`src/rtl/disp_pkg.sv`:
```
// Shared display types and constants for the BCD counter / digit-scan slice.
package disp_pkg;

  localparam int DIG_W   = 4;
  localparam int BCD_W   = 4;
  localparam int NDIGITS = 4;

  localparam logic [DIG_W-1:0] DIG_RESET = 4'b1110;
  localparam logic [BCD_W-1:0] BCD_MAX   = 4'd9;

  typedef logic [BCD_W-1:0]     bcd_t;
  typedef bcd_t [NDIGITS-1:0]   bcd4_t;

  // Any nibble above 9 is forced to 9 so a stored digit is always legal BCD.
  function automatic bcd_t clamp_bcd(input bcd_t v);
    return (v > BCD_MAX) ? BCD_MAX : v;
  endfunction

endpackage

```
`src/rtl/bcd_digit.sv`:
```
// One decade cell: holds a single BCD digit, steps up/down when enabled by the
// carry/borrow coming in from the less significant cell.
module bcd_digit
  import disp_pkg::*;
(
  input  logic clk,
  input  logic rst_n,
  input  logic clr,
  input  logic ld,
  input  bcd_t ld_val,
  input  logic step,
  input  logic up,
  input  logic cin,
  output bcd_t q,
  output logic cout
);

  // Digit register: clear beats load beats step.
  always_ff @(posedge clk) begin
    if (!rst_n) begin
      q <= '0;
    end else if (clr) begin
      q <= '0;
    end else if (ld) begin
      q <= clamp_bcd(ld_val);
    end else if (step && cin) begin
      if (up) begin
        q <= (q == BCD_MAX) ? '0 : q + bcd_t'(1);
      end else begin
        q <= (q == '0) ? BCD_MAX : q - bcd_t'(1);
      end
    end
  end

  // Carry/borrow ripples combinationally; the step qualifier is applied per cell,
  // so cout only means "this cell would roll over if stepped".
  assign cout = cin & (up ? (q == BCD_MAX) : (q == '0));

endmodule

```
`src/rtl/bcd_scan_counter.sv`:
```
// Four-digit BCD up/down counter with a time-multiplexed digit scan feeding a
// single 7-seg decoder. Count and scan rates come from free-running prescalers.
module bcd_scan_counter
  import disp_pkg::*;
#(
  parameter int TICK_DIV = 50_000_000,
  parameter int SCAN_DIV = 50_000
) (
  input  logic                     clk,
  input  logic                     rst_n,
  input  logic                     en,
  input  logic                     up,
  input  logic                     clear,
  input  logic                     load,
  input  logic [NDIGITS*BCD_W-1:0] load_val,
  output logic [NDIGITS*BCD_W-1:0] bcd_out,
  output logic [BCD_W-1:0]         digit_val,
  output logic [DIG_W-1:0]         dig,
  output logic                     wrap
);

  localparam int TW = (TICK_DIV > 2) ? $clog2(TICK_DIV) : 1;
  localparam int SW = (SCAN_DIV > 2) ? $clog2(SCAN_DIV) : 1;

  logic [TW-1:0]    tick_cnt;
  logic             tick;
  logic [SW-1:0]    scan_cnt;
  logic             scan_tc;
  logic [1:0]       idx;
  bcd4_t            count;
  bcd4_t            lv;
  logic [NDIGITS:0] carry;
  logic             step;

  assign tick    = (tick_cnt == TW'(TICK_DIV - 1));
  assign scan_tc = (scan_cnt == SW'(SCAN_DIV - 1));
  assign step    = tick & en;
  assign lv      = bcd4_t'(load_val);
  assign carry[0] = 1'b1;

  // Count-rate prescaler; free-running, untouched by clear/load/en.
  always_ff @(posedge clk) begin
    if (!rst_n) tick_cnt <= '0;
    else        tick_cnt <= tick ? '0 : tick_cnt + TW'(1);
  end

  for (genvar i = 0; i < NDIGITS; i++) begin : g_digit
    bcd_digit u_digit (
      .clk    (clk),
      .rst_n  (rst_n),
      .clr    (clear),
      .ld     (load),
      .ld_val (lv[i]),
      .step   (step),
      .up     (up),
      .cin    (carry[i]),
      .q      (count[i]),
      .cout   (carry[i+1])
    );
  end

  assign bcd_out = count;

  // Wrap pulses only when a step actually happens and the whole chain rolls over.
  always_ff @(posedge clk) begin
    if (!rst_n) wrap <= 1'b0;
    else        wrap <= step & ~clear & ~load & carry[NDIGITS];
  end

  // Scan-slot prescaler and digit index.
  always_ff @(posedge clk) begin
    if (!rst_n) begin
      scan_cnt <= '0;
      idx      <= '0;
    end else begin
      scan_cnt <= scan_tc ? '0 : scan_cnt + SW'(1);
      if (scan_tc) idx <= idx + 2'd1;
    end
  end

  // Select and value registered together so the decoder never sees them skewed.
  always_ff @(posedge clk) begin
    if (!rst_n) begin
      dig       <= DIG_RESET;
      digit_val <= '0;
    end else begin
      dig       <= ~(4'b0001 << idx);
      digit_val <= count[idx];
    end
  end

endmodule

```
`config.mk`:
```
export PLATFORM = sky130hd
export DESIGN_NAME = bcd_scan_counter
export DESIGN_NICKNAME = d
export VERILOG_FILES = /design/src/rtl/disp_pkg.sv /design/src/rtl/bcd_digit.sv /design/src/rtl/bcd_scan_counter.sv
export SDC_FILE = /design/constraint.sdc
export NUM_CORES = 1
export LEC_CHECK = 0
export CAP_MARGIN = 40
export CORE_MARGIN = 4
export CORE_UTILIZATION = 50
export DETAILED_ROUTE_END_ITERATION = 8
export PLACE_DENSITY_LB_ADDON = 0.08
export SYNTH_ARGS = -nofsm -noshare
export SYNTH_HDL_FRONTEND = slang
export SYNTH_SLANG_ARGS = --single-unit
```
`constraint.sdc`:
```
create_clock -name clk -period 2.8 [get_ports clk]
set_input_delay 0.56 -clock clk [delete_from_list [all_inputs] [get_ports clk]]
set_output_delay 0.56 -clock clk [all_outputs]
set_load 0.01 [all_outputs]
```
==> results.json <==
{
  "grt_setup_unrepaired": "no",
  "synth_edf_count": 0,
  "hold_path_class": "reg2reg",
  "holdWs_ps": 453,
  "cp-start-kind": "input pin",
  "synth_area_per_cell_sq_um": 8.18,
  "ant_nets": 0,
  "rows": 31,
  "drc": 0,
  "path_max_fanout": 4,
  "ys_warn_count": 0,
  "syn-num-nets": 501,
  "synth_cell_types": 58,
  "io_pins": 47,
  "routed.top_layer": "met4",
  "dp.cells": 597,
  "pwr-share-comb_pct": 9.6,
  "die_h_microns": 96.0,
  "wl_met1_mm": 4.41,
  "post_drt_wl_per_cell_microns": 14.5,
  "dp_slack_ps": 94.2,
  "tns_ps": 0,
  "seqPwrFrac_pct": 49.8,
  "maxSlewHeadroom_pct": 63.6,
  "drv_slew": 0,
  "max_stage_delay_ps": 540,
  "finalNonFillerCells": 613,
  "finalWorstPathRequiredPeriod_ps": 2390,
  "grt_pass1_vias": 3132,
  "htree_levels": 3,
  "holdPathStages": 1,
  "syn_inst": 473,
  "die_area_sq_mm": 0.00921,
  "totalWireLength_mm": 8.87,
  "critPathArrivalTime_ps": 2640,
  "intPower_mw": 1.56,
  "path_buf_inv": 2,
  "multi_input_area_sq_mm": 0.00232,
  "path_clk_slew_ps": 80,
  "fin_ws_ps": 414,
  "hold_buffers": 0,
  "antenna_found_initial": 0,
  "layout-drive-gt1-share_pct": 7.98,
  "irDropWorstVdd_uv": 311,
  "cp.required_ps": 3050,
  "core-area_sq_mm": 0.00737,
  "r2r_start": "tick_cnt[0]",
  "cts_root_buffer": "clkbuf_8",
  "dp_hpwl_mm": 6.29,
  "power_density_mw_per_mm2": 446,
  "crit_chain": "clkdlybuf4s50_1, inv_1, or4_4, or3_4, o31a_1, a221oi_2",
  "status": "completed",
  "fin_crit_sh_pct": 85.2,
  "hold_viol": 0,
  "via_count": 3477,
  "netlist_area_sq_mm": 0.00387,
  "end_kind": "flop",
  "area_growth_pct": 19.9,
  "nNetsFinal": 537,
  "ff2ff_path_depth": 6,
  "p_sw_mw": 0.504,
  "setup_viol": 0,
  "initial_core_util_pct": 52.5,
  "r2r-end": "g_digit[3].u_digit.q[0]",
  "grt_pass1_wl_mm": 15.0,
  "portBuffers": 46,
  "mostFrequentLayoutCells": "dfxtp_1 (69), nor2_1 (58), clkdlybuf4s50_1 (46)",
  "synth.area.top_cells": "dfxtp_1 (36%), xnor2_1 (5.9%), nor2_1 (5.6%), xor2_1 (3.6%), o21ai_0 (3.4%)",
  "grt_overflow": 0,
  "die_w_microns": 96.0,
  "gr-usage-all-layers_pct": 20.9,
  "ys.flop_type": "dfxtp_1",
  "clock-sinks": 69,
  "r2r_slack_ps": 470,
  "numCtsBuffers": 9,
  "grt_max_degree": 40,
  "worstHoldEndpoint": "scan_cnt[0]",
  "p_leak_nw": 1.61,
  "ys_ff_latch": 69,
  "hp-start": "scan_cnt[0]",
  "drt_iter0_markers": 206,
  "maxCapViolCount": 0,
  "cts.repair.resized": 0,
  "clock_tree.buffer_depth": 2,
  "slowest_stage": "or4_4",
  "place.gp.congestion": 0.779,
  "pwr-share-clk_pct": 40.6,
  "seq_area_sq_mm": 0.00138,
  "viasPerCell": 5.67,
  "finalClockSkew_ps": 10.5,
  "routed-wl-met2_mm": 3.85,
  "async_flop_share_pct": 0,
  "swShare_pct": 24.4,
  "path_delay_family": "simple AND/OR/NAND/NOR gates",
  "tightest_slew_ps": 544,
  "cts_tree": "yes",
  "seq_area_frac_synth_pct": 35.7,
  "wl_met3_microns": 514,
  "synth_top_area_share_pct": 35.7,
  "fillCellCount": 655,
  "clk_latency_ps": 350,
  "synth_top_cell_by_area": "dfxtp_1",
  "critical_path_class": "in2reg",
  "fmax_mhz": 419,
  "num_antenna_cells": 0,
  "layout.cells.most_common": "dfxtp_1",
  "post-cts-setup-buffers": 0,
  "drtPass1Iterations": 5
}
-- area by class of cell --
class / count / share of cell area [%]
Clock buffer: 12 / 3.34
Inverter: 14 / 1.13
Clock inverter: 4 / 1.21
Tap cell: 99 / 2.67
Multi-Input combinational cell: 358 / 49.9
Sequential cell: 69 / 29.8
Timing Repair Buffer: 57 / 12.0
-- layer usage --
layer,vias up,global-route usage [%]
li1,1767,-
met1,1594,30.3
met2,107,30.3
met3,9,5.24
met4,0,6.64
met5,-,0
-- how the worst max path moves through the flow --
stage | from | slack (ps) | cells past startpoint | end
final | en | 410 | 6 | g_digit[1].u_digit.q[2]
after global routing | tick_cnt[0] | 340 | 6 | g_digit[3].u_digit.q[0]
after CTS | en | 460 | 6 | g_digit[1].u_digit.q[2]
after detailed placement | en | 90 | 6 | g_digit[1].u_digit.q[2]
after global placement | en | 140 | 6 | g_digit[1].u_digit.q[2]
after floorplan | tick_cnt[0] | 650 | 6 | g_digit[1].u_digit.q[2]
-- synth_stat cells (5+ instances only) --
library cell	n
and3_1	16
a21oi_1	17
dfxtp_1	69
nand4_1	15
nor3_1	7
xnor2_1	26
xor2_1	16
clkbuf_1	30
ha_1	6
nand2_1	33
nor2_1	58
nor4bb_1	5
nor2b_1	7
o31ai_1	5
nor4_1	14
or3_1	7
inv_1	14
o21ai_0	26
and2_1	9
nand3_1	17
-- stage by stage --
stage | cell area, sq um | power [mW] | util, %
after global routing | 4640 | 2.17 | 63.0
after CTS | 4640 | 2.10 | 63.0
final | 4640 | 2.07 | 63.0
after global placement | 4430 | 1.24 | 60.1
after floorplan | 3870 | 1.16 | -
after detailed placement | 4430 | 1.25 | 60.1
-- worst register-to-register path: cells and delay by family, from the launching register on --
kind                     cells  cell delay (ps)
AND/OR/NAND/NOR              3             1040
AO/OA/AOI/OAI                2              490
flip-flops                   1              400
adder cells (fa/ha/maj)      1              300
-- registers in the layout (all words and copies together), names as in the netlist --
| signal | count |
|---|---|
| dig | 4 |
| digit_val | 4 |
| g_digit.u_digit.q | 16 |
| idx | 2 |
| scan_cnt | 16 |
| tick_cnt | 26 |
| wrap | 1 |
-- power by group through the flow --
stage	logic, mW	registers, mW	clock network (mW)
after floorplan	0.122	1.04	0
after global placement	0.193	1.05	0
after detailed placement	0.197	1.05	0
after CTS	0.198	1.03	0.872
after global routing	0.219	1.03	0.917
final	0.198	1.03	0.840
-- logic make-up after synthesis --
| group | synth area share [%] |
|---|---|
| DFF | 35.7 |
| AOI/OAI and AO/OA | 14.0 |
| xor gates and xnor gates | 9.51 |
| buffers and inverters | 4.46 |
| adders and majority gates | 1.94 |
| muxes | 3.10 |
| and+or+nand+nor | 31.3 |
(Power assumes the default switching activity.)
